## src/rtl/bsg_manycore_loader_pkg.sv

```systemverilog
// Shared types and constants for the manycore region loader: FSM states, packet op codes,
// config-space offsets, and the parametrised packet declaration macro.
`define BSG_MANYCORE_PACKET_WIDTH(aw, dw, xw, yw) ((aw) + 2 + 4 + (dw) + 2 * (yw) + 2 * (xw))

`define DECLARE_BSG_MANYCORE_PACKET_S(aw, dw, xw, yw) \
    typedef struct packed { \
        logic [(aw)-1:0]         addr; \
        bsg_manycore_packet_op_e op; \
        logic [3:0]              op_ex; \
        logic [(dw)-1:0]         payload; \
        logic [(yw)-1:0]         src_y_cord; \
        logic [(xw)-1:0]         src_x_cord; \
        logic [(yw)-1:0]         y_cord; \
        logic [(xw)-1:0]         x_cord; \
    } bsg_manycore_packet_s

package bsg_manycore_loader_pkg;

    localparam int unsigned max_tiles_gp = 1024;
    localparam int unsigned tile_idx_width_gp = $clog2(max_tiles_gp);

    typedef enum logic [2:0] {
        e_idle,
        e_load,
        e_drain,
        e_unfreeze,
        e_arb_cfg,
        e_done
    } loader_state_e;

    typedef enum logic [1:0] {
        e_remote_load  = 2'b00,
        e_remote_store = 2'b01,
        e_remote_amo   = 2'b10
    } bsg_manycore_packet_op_e;

    localparam logic [3:0] op_ex_all_bytes_gp = 4'b1111;
    localparam logic [3:0] op_ex_none_gp      = 4'b0000;

    // Word offsets inside tile config space (selected by the address MSB).
    localparam int unsigned cfg_unfreeze_offset_gp = 0;
    localparam int unsigned cfg_arb_offset_gp      = 4;

    // Counter width that stays legal for a count of one.
    function automatic int unsigned safe_clog2(input int unsigned n);
        return (n > 1) ? $clog2(n) : 1;
    endfunction

endpackage

```

## src/rtl/bsg_manycore_loader_tile_iter.sv

```systemverilog
// Row-major tile walker with a per-tile word counter; exposes the linear tile id,
// skip-mask lookup and last-word / last-tile flags to the loader FSM.
module bsg_manycore_loader_tile_iter
    import bsg_manycore_loader_pkg::*;
#(
    parameter int unsigned             cols_p      = 2,
    parameter int unsigned             rows_p      = 2,
    parameter int unsigned             mem_words_p = 4,
    parameter logic [max_tiles_gp-1:0] skip_mask_p = '0,
    localparam int unsigned col_w_lp  = safe_clog2(cols_p),
    localparam int unsigned row_w_lp  = safe_clog2(rows_p),
    localparam int unsigned word_w_lp = safe_clog2(mem_words_p),
    localparam int unsigned tile_w_lp = safe_clog2(cols_p * rows_p)
)(
    input  logic                 clk_i,
    input  logic                 reset_n_i,
    input  logic                 clear_i,
    input  logic                 step_word_i,
    input  logic                 step_tile_i,
    output logic [col_w_lp-1:0]  col_o,
    output logic [row_w_lp-1:0]  row_o,
    output logic [word_w_lp-1:0] word_o,
    output logic [tile_w_lp-1:0] tile_o,
    output logic                 skip_o,
    output logic                 last_word_o,
    output logic                 last_tile_o
);

    logic [col_w_lp-1:0]  col_q;
    logic [row_w_lp-1:0]  row_q;
    logic [word_w_lp-1:0] word_q;
    logic [tile_w_lp-1:0] tile_q;

    assign col_o       = col_q;
    assign row_o       = row_q;
    assign word_o      = word_q;
    assign tile_o      = tile_q;
    assign last_word_o = (word_q == word_w_lp'(mem_words_p - 1));
    assign last_tile_o = (tile_q == tile_w_lp'(cols_p * rows_p - 1));
    assign skip_o      = skip_mask_p[tile_idx_width_gp'(tile_q)];

    // The linear id is kept as its own counter so no multiply is needed.
    // NOTE: sequential state uses non-blocking assignments so every register samples
    // pre-edge values regardless of statement order.
    always_ff @(posedge clk_i or negedge reset_n_i) begin
        if (!reset_n_i) begin
            col_q  <= '0;
            row_q  <= '0;
            word_q <= '0;
            tile_q <= '0;
        end else if (clear_i) begin
            col_q  <= '0;
            row_q  <= '0;
            word_q <= '0;
            tile_q <= '0;
        end else if (step_tile_i) begin
            word_q <= '0;
            if (last_tile_o) begin
                col_q  <= '0;
                row_q  <= '0;
                tile_q <= '0;
            end else begin
                tile_q <= tile_q + tile_w_lp'(1);
                if (col_q == col_w_lp'(cols_p - 1)) begin
                    col_q <= '0;
                    row_q <= row_q + row_w_lp'(1);
                end else begin
                    col_q <= col_q + col_w_lp'(1);
                end
            end
        end else if (step_word_i) begin
            word_q <= word_q + word_w_lp'(1);
        end
    end

endmodule

```

## src/rtl/bsg_manycore_region_loader.sv

```systemverilog
// SPMD program loader: streams a ROM image into every tile of a rectangular region, drains
// outstanding stores, then unfreezes each tile and optionally writes its arbiter config.
module bsg_manycore_region_loader
    import bsg_manycore_loader_pkg::*;
#(
    parameter int unsigned             addr_width_p   = 30,
    parameter int unsigned             data_width_p   = 32,
    parameter int unsigned             x_cord_width_p = 4,
    parameter int unsigned             y_cord_width_p = 4,
    parameter int unsigned             mem_words_p    = 4,
    parameter int unsigned             tile_id_word_p = 0,
    parameter int unsigned             origin_x_p     = 0,
    parameter int unsigned             origin_y_p     = 0,
    parameter int unsigned             load_cols_p    = 2,
    parameter int unsigned             load_rows_p    = 2,
    parameter logic [max_tiles_gp-1:0] skip_mask_p    = '0,
    parameter int unsigned             max_credits_p  = 16,
    parameter bit                      arb_cfg_en_p   = 1'b1,
    parameter logic [data_width_p-1:0] arb_cfg_val_p  = '0
)(
    input  logic                      clk_i,
    input  logic                      reset_n_i,
    input  logic                      start_i,
    output logic [`BSG_MANYCORE_PACKET_WIDTH(addr_width_p, data_width_p, x_cord_width_p, y_cord_width_p)-1:0] packet_o,
    output logic                      v_o,
    input  logic                      ready_i,
    input  logic                      credit_v_i,
    output logic [addr_width_p-1:0]   rom_addr_o,
    input  logic [data_width_p-1:0]   rom_data_i,
    input  logic [x_cord_width_p-1:0] my_x_i,
    input  logic [y_cord_width_p-1:0] my_y_i,
    output logic                      busy_o,
    output logic                      done_o
);

    `DECLARE_BSG_MANYCORE_PACKET_S(addr_width_p, data_width_p, x_cord_width_p, y_cord_width_p);

    localparam int unsigned col_w_lp  = safe_clog2(load_cols_p);
    localparam int unsigned row_w_lp  = safe_clog2(load_rows_p);
    localparam int unsigned word_w_lp = safe_clog2(mem_words_p);
    localparam int unsigned tile_w_lp = safe_clog2(load_cols_p * load_rows_p);
    localparam int unsigned cred_w_lp = safe_clog2(max_credits_p + 1);

    localparam logic [cred_w_lp-1:0]    max_credits_lp = cred_w_lp'(max_credits_p);
    localparam logic [word_w_lp-1:0]    tile_id_word_lp = word_w_lp'(tile_id_word_p);
    localparam logic [addr_width_p-1:0] cfg_space_lp = {1'b1, {(addr_width_p-1){1'b0}}};

    loader_state_e        state_q;
    logic [cred_w_lp-1:0] credits_q;

    logic [col_w_lp-1:0]  col;
    logic [row_w_lp-1:0]  row;
    logic [word_w_lp-1:0] word;
    logic [tile_w_lp-1:0] tile;
    logic                 skip, last_word, last_tile;
    logic                 in_phase, send, step_word, step_tile, phase_done, start_load;

    assign in_phase   = state_q inside {e_load, e_unfreeze, e_arb_cfg};
    assign v_o        = in_phase & ~skip & (credits_q != '0);
    assign send       = v_o & ready_i;
    assign start_load = (state_q == e_idle) & start_i;

    // A skipped tile moves on every cycle; in LOAD a sent tile moves on only after its last word.
    assign step_tile  = in_phase & (skip | (send & ((state_q != e_load) | last_word)));
    assign step_word  = (state_q == e_load) & send & ~last_word;
    assign phase_done = step_tile & last_tile;

    bsg_manycore_loader_tile_iter #(
        .cols_p      (load_cols_p),
        .rows_p      (load_rows_p),
        .mem_words_p (mem_words_p),
        .skip_mask_p (skip_mask_p)
    ) u_iter (
        .clk_i       (clk_i),
        .reset_n_i   (reset_n_i),
        .clear_i     (start_load),
        .step_word_i (step_word),
        .step_tile_i (step_tile),
        .col_o       (col),
        .row_o       (row),
        .word_o      (word),
        .tile_o      (tile),
        .skip_o      (skip),
        .last_word_o (last_word),
        .last_tile_o (last_tile)
    );

    always_ff @(posedge clk_i or negedge reset_n_i) begin
        if (!reset_n_i) begin
            state_q <= e_idle;
            busy_o  <= 1'b0;
            done_o  <= 1'b0;
        end else begin
            case (state_q)
                e_idle: if (start_i) begin
                    state_q <= e_load;
                    busy_o  <= 1'b1;
                end
                e_load: if (phase_done) state_q <= e_drain;
                e_drain: if (credits_q == max_credits_lp) state_q <= e_unfreeze;
                e_unfreeze: if (phase_done) begin
                    if (arb_cfg_en_p) begin
                        state_q <= e_arb_cfg;
                    end else begin
                        state_q <= e_done;
                        busy_o  <= 1'b0;
                        done_o  <= 1'b1;
                    end
                end
                e_arb_cfg: if (phase_done) begin
                    state_q <= e_done;
                    busy_o  <= 1'b0;
                    done_o  <= 1'b1;
                end
                e_done: state_q <= e_done;
                default: begin
                    state_q <= e_idle;
                    busy_o  <= 1'b0;
                    done_o  <= 1'b0;
                end
            endcase
        end
    end

    // Credits are loaded on start; a return at the ceiling is dropped.
    always_ff @(posedge clk_i or negedge reset_n_i) begin
        if (!reset_n_i) begin
            credits_q <= '0;
        end else if (state_q == e_idle) begin
            if (start_i) credits_q <= max_credits_lp;
        end else if (send && !credit_v_i) begin
            credits_q <= credits_q - cred_w_lp'(1);
        end else if (!send && credit_v_i && (credits_q != max_credits_lp)) begin
            credits_q <= credits_q + cred_w_lp'(1);
        end
    end

    credit_overflow_a: assert property (@(posedge clk_i) disable iff (!reset_n_i)
        !(credit_v_i && !send && (credits_q == max_credits_lp)));

    bsg_manycore_packet_s pkt;

    // NOTE: every field gets a default before the case so no path leaves a latch.
    always_comb begin
        pkt            = '0;
        pkt.op         = e_remote_store;
        pkt.src_x_cord = my_x_i;
        pkt.src_y_cord = my_y_i;
        pkt.x_cord     = x_cord_width_p'(origin_x_p) + x_cord_width_p'(col);
        pkt.y_cord     = y_cord_width_p'(origin_y_p) + y_cord_width_p'(row);
        case (state_q)
            e_unfreeze: begin
                pkt.addr    = cfg_space_lp | addr_width_p'(cfg_unfreeze_offset_gp);
                pkt.op_ex   = op_ex_none_gp;
                pkt.payload = '0;
            end
            e_arb_cfg: begin
                pkt.addr    = cfg_space_lp | addr_width_p'(cfg_arb_offset_gp);
                pkt.op_ex   = op_ex_all_bytes_gp;
                pkt.payload = arb_cfg_val_p;
            end
            default: begin
                pkt.addr    = addr_width_p'(word);
                pkt.op_ex   = op_ex_all_bytes_gp;
                pkt.payload = (word == tile_id_word_lp) ? data_width_p'(tile) : rom_data_i;
            end
        endcase
    end

    assign packet_o   = pkt;
    assign rom_addr_o = addr_width_p'(word);

endmodule

```

## config.mk

```make
export PLATFORM = sky130hd
export DESIGN_NAME = bsg_manycore_region_loader
export DESIGN_NICKNAME = d
export VERILOG_FILES = /design/src/rtl/bsg_manycore_loader_pkg.sv /design/src/rtl/bsg_manycore_loader_tile_iter.sv /design/src/rtl/bsg_manycore_region_loader.sv
export SDC_FILE = /design/constraint.sdc
export NUM_CORES = 1
export LEC_CHECK = 0
export BUFFER_PORTS_ARGS = -buffer_cell sky130_fd_sc_hd__buf_2
export CAP_MARGIN = 20
export CORE_AREA = 5 5 75 77
export CTS_CLUSTER_SIZE = 25
export DETAILED_ROUTE_END_ITERATION = 7
export DIE_AREA = 0 0 80 82
export HOLD_SLACK_MARGIN = 0.03
export PLACE_DENSITY = 0.81
export SYNTH_ARGS = -nofsm -noshare
export SYNTH_HDL_FRONTEND = slang
export SYNTH_SLANG_ARGS = --single-unit
```

## constraint.sdc

```tcl
create_clock -name clk_i -period 3.3 [get_ports clk_i]
set_clock_uncertainty 0.2 [all_clocks]
set_input_delay 0.165 -clock clk_i [delete_from_list [all_inputs] [get_ports clk_i]]
set_output_delay 0.165 -clock clk_i [all_outputs]
set_load 0.1 [all_outputs]
```

==> impl_metrics.py <==
metrics = {
    "timing": {
        "post-route-period-util_pct": 88.4,
        "final-setup-viol-count": 0,
        "post-route-min-period_ns": 2.92,
        "worstMarginPinSlew_ns": 0.555,
        "slew_violations": 0,
        "rsz0062_at_grt": "no",
        "finalHoldViolCount": 0,
        "tns_ns": 0,
        "slew_headroom_pct": 63.0,
        "fmax_ghz": 0.343,
    },
    "cells_and_area": {
        "final_common_cell": "buf_2",
        "nets": 352,
        "finalNonFillerCells": 368,
        "final_cell_mix": "buf_2 (83), conb_1 (62), and2_2 (30)",
        "drive_gt1_share_pct": 43.0,
        "syn_to_final_growth_pct": 12.7,
        "diodes": 0,
    },
    "floorplanning": {
        "start_util_pct": 37.2,
        "die-area_um2": 6560,
        "io_pins": 162,
        "rows": 26,
        "fp.dieW_um": 80,
        "core_area_um2": 4940,
        "die_h_um": 82,
    },
    "worst_setup_path": {
        "r2r-start": "credits_q[1]",
        "cpPeakStageDelay_ns": 0.57,
        "endpoint_kind": "flip-flop",
        "timing.critical_path.from": "credits_q[1]",
        "slowest_stage": "or4_4",
        "required_ns": 3.24,
        "worst-setup-path-type": "flip-flop to flip-flop",
        "reg2reg_to": "credits_q[4]",
        "crit_end": "credits_q[4]",
        "cp.buffers_inverters": 1,
        "cp_top_family": "compound AO/OA/AOI/OAI gates",
        "rrSetupSlack_ns": 0.38,
        "worst-path-max-fanout": 6,
        "critPathLaunchType": "flip-flop",
        "cp.depth": 10,
        "crit_chain": "or4_4, o221a_2, nand2_1, inv_1, ha_1, nor2b_1, o21ai_0, a211o_1, a21boi_1, o2bb2ai_1",
        "reg2reg_depth": 10,
        "crit_arrival_ns": 2.86,
    },
    "cts": {
        "cts_tree": "done",
        "clkTransAtPathRegs_ns": 0.06,
        "cts_max_path_buffers": 2,
        "cts-root-buf": "clkbuf_8",
        "cts_setup_buffers": 0,
        "insertion_delay_ns": 0.25,
        "clock_sinks": 16,
        "htree_levels": 1,
        "cts_buffers": 3,
    },
    "synth": {
        "yosys.area.top_type_share_pct": 31.0,
        "ys_top_cells_by_area": "buf_4 (31%), dfrtp_1 (22%), and2_1 (11%)",
        "ys.flop_type": "dfrtp_1",
        "synth_xor_area_share_pct": 1.43,
        "yosys.area.top_type": "buf_4",
        "synth_compound_area_share_pct": 9.80,
        "syn_area_um2": 1840,
        "synth_cells": 233,
        "synthAdderAreaFrac_pct": 5.17,
        "ys_ff_latch": 16,
        "yosys.area_share.simple_pct": 22.6,
        "synth_top_family_by_area": "buffers and inverters",
        "syn_area_per_cell_um2": 7.89,
        "yosys_warnings": 0,
        "synth_edf_count": 0,
        "synthMuxAreaShare_pct": 3.88,
        "ys_types": 40,
        "ys_async_sr_fraction_pct": 100,
        "ys_seq_area_share_pct": 21.8,
    },
    "run_status": {
        "run_status": "finished clean",
    },
    "global_route": {
        "track_usage_pct": 12.0,
        "antenna_found_initial": 0,
        "gr-total-overflow": 0,
        "grt_pass1_wl_um": 6140,
        "grt_max_degree": 31,
        "grt_pass1_vias": 1303,
    },
    "run": {
        "cap_violations": 0,
    },
    "drt": {
        "drt-total-wl_um": 4470,
        "routed_via_density": 4.06,
        "route.detailed.drc": 0,
        "via_count": 1493,
        "antenna_left": 0,
        "wl_per_cell_um": 12.2,
        "drt_iter0_markers": 83,
        "first_pass_iters": 4,
    },
    "placed_design": {
        "hpwl_um": 3870,
        "numPlacedInstances": 364,
        "gp_congestion": 0.872,
        "port_buffers": 83,
    },
    "min_path": {
        "hold_start": "start_i",
        "min_path_type": "input pin to flip-flop",
    },
}
## how the worst min path moves through the flow
stage / to / slack, ns / cells after the start
after floorplan: busy_o / -0.33 / 0
after global routing: busy_o / 0.09 / 3
after global placement: busy_o / -0.10 / 1
after CTS: state_q[0] / 0.07 / 3
final: state_q[0] / 0.07 / 3
after detailed placement: busy_o / -0.09 / 1
## layout make-up
cell class | instances | area (µm²)
Clock buffer | 3 | 41.3
Fill cell | 503 | 2870
Inverter | 10 | 37.5
Multi-Input combinational cell | 184 | 1070
Sequential cell | 16 | 400
Tap cell | 70 | 87.6
Timing Repair Buffer | 85 | 433
## cells by family (layout without fill, tap and decap cells)
group	after synthesis	in the layout
buf+inv	93	98
simple gates	78	78
compound gates	27	27
flops	16	16
fa+ha+maj	7	7
mux	7	7
xor+xnor	3	3
other cells	2	62
## flip-flops by register name, summed over array words and instances, names as in the netlist
register,count
busy_o,1
u_iter.word_o,2
u_iter.row_o,1
state_q,3
done_o,1
u_iter.col_o,1
u_iter.tile_o,2
credits_q,5
## routing by layer
metal	up-vias	share of wire (%)	global-route usage, %
met4	0	1.1	5.57
li1	751	-	-
met1	655	35	12.2
met3	5	10	3.07
met5	-	0	0
met2	82	53	22.8
## metrics by stage
stage	setup slack, ns	instance area [µm²]	hold WS, ns	utilization, %
after floorplan	0.0833	2120	-0.331	-
after global placement	0.466	2020	-0.102	40.9
after detailed placement	0.386	2020	-0.0914	40.9
after CTS	0.374	2070	0.0680	41.9
after global routing	0.220	2070	0.0850	41.9
final	0.381	2070	0.0706	41.9
## worst min-delay path: stages
cell     delay, ns
buf_2         0.11
o41ai_1       0.07
nor3_1        0.12
## Yosys cell counts, drive strengths merged, types with 2 or more instances
master and number:
conb 2, xnor2 3, inv 10, nor2 14
nor3 5, buf 78, mux2i 6, clkbuf 5
dfrtp 16, o211ai 2, and2 31, nand2 17
a21oi 7, o21ai 6, nand3 3, ha 6
## timing repair
item,4_1_cts,5_1_grt
hold buffers,1,0
hold endpoints to repair,16,0
resized for setup,0,0
Power is left out: the tool's default activity adds up to more than one toggle a clock period on the data nets, which glitch-free logic cannot reach.
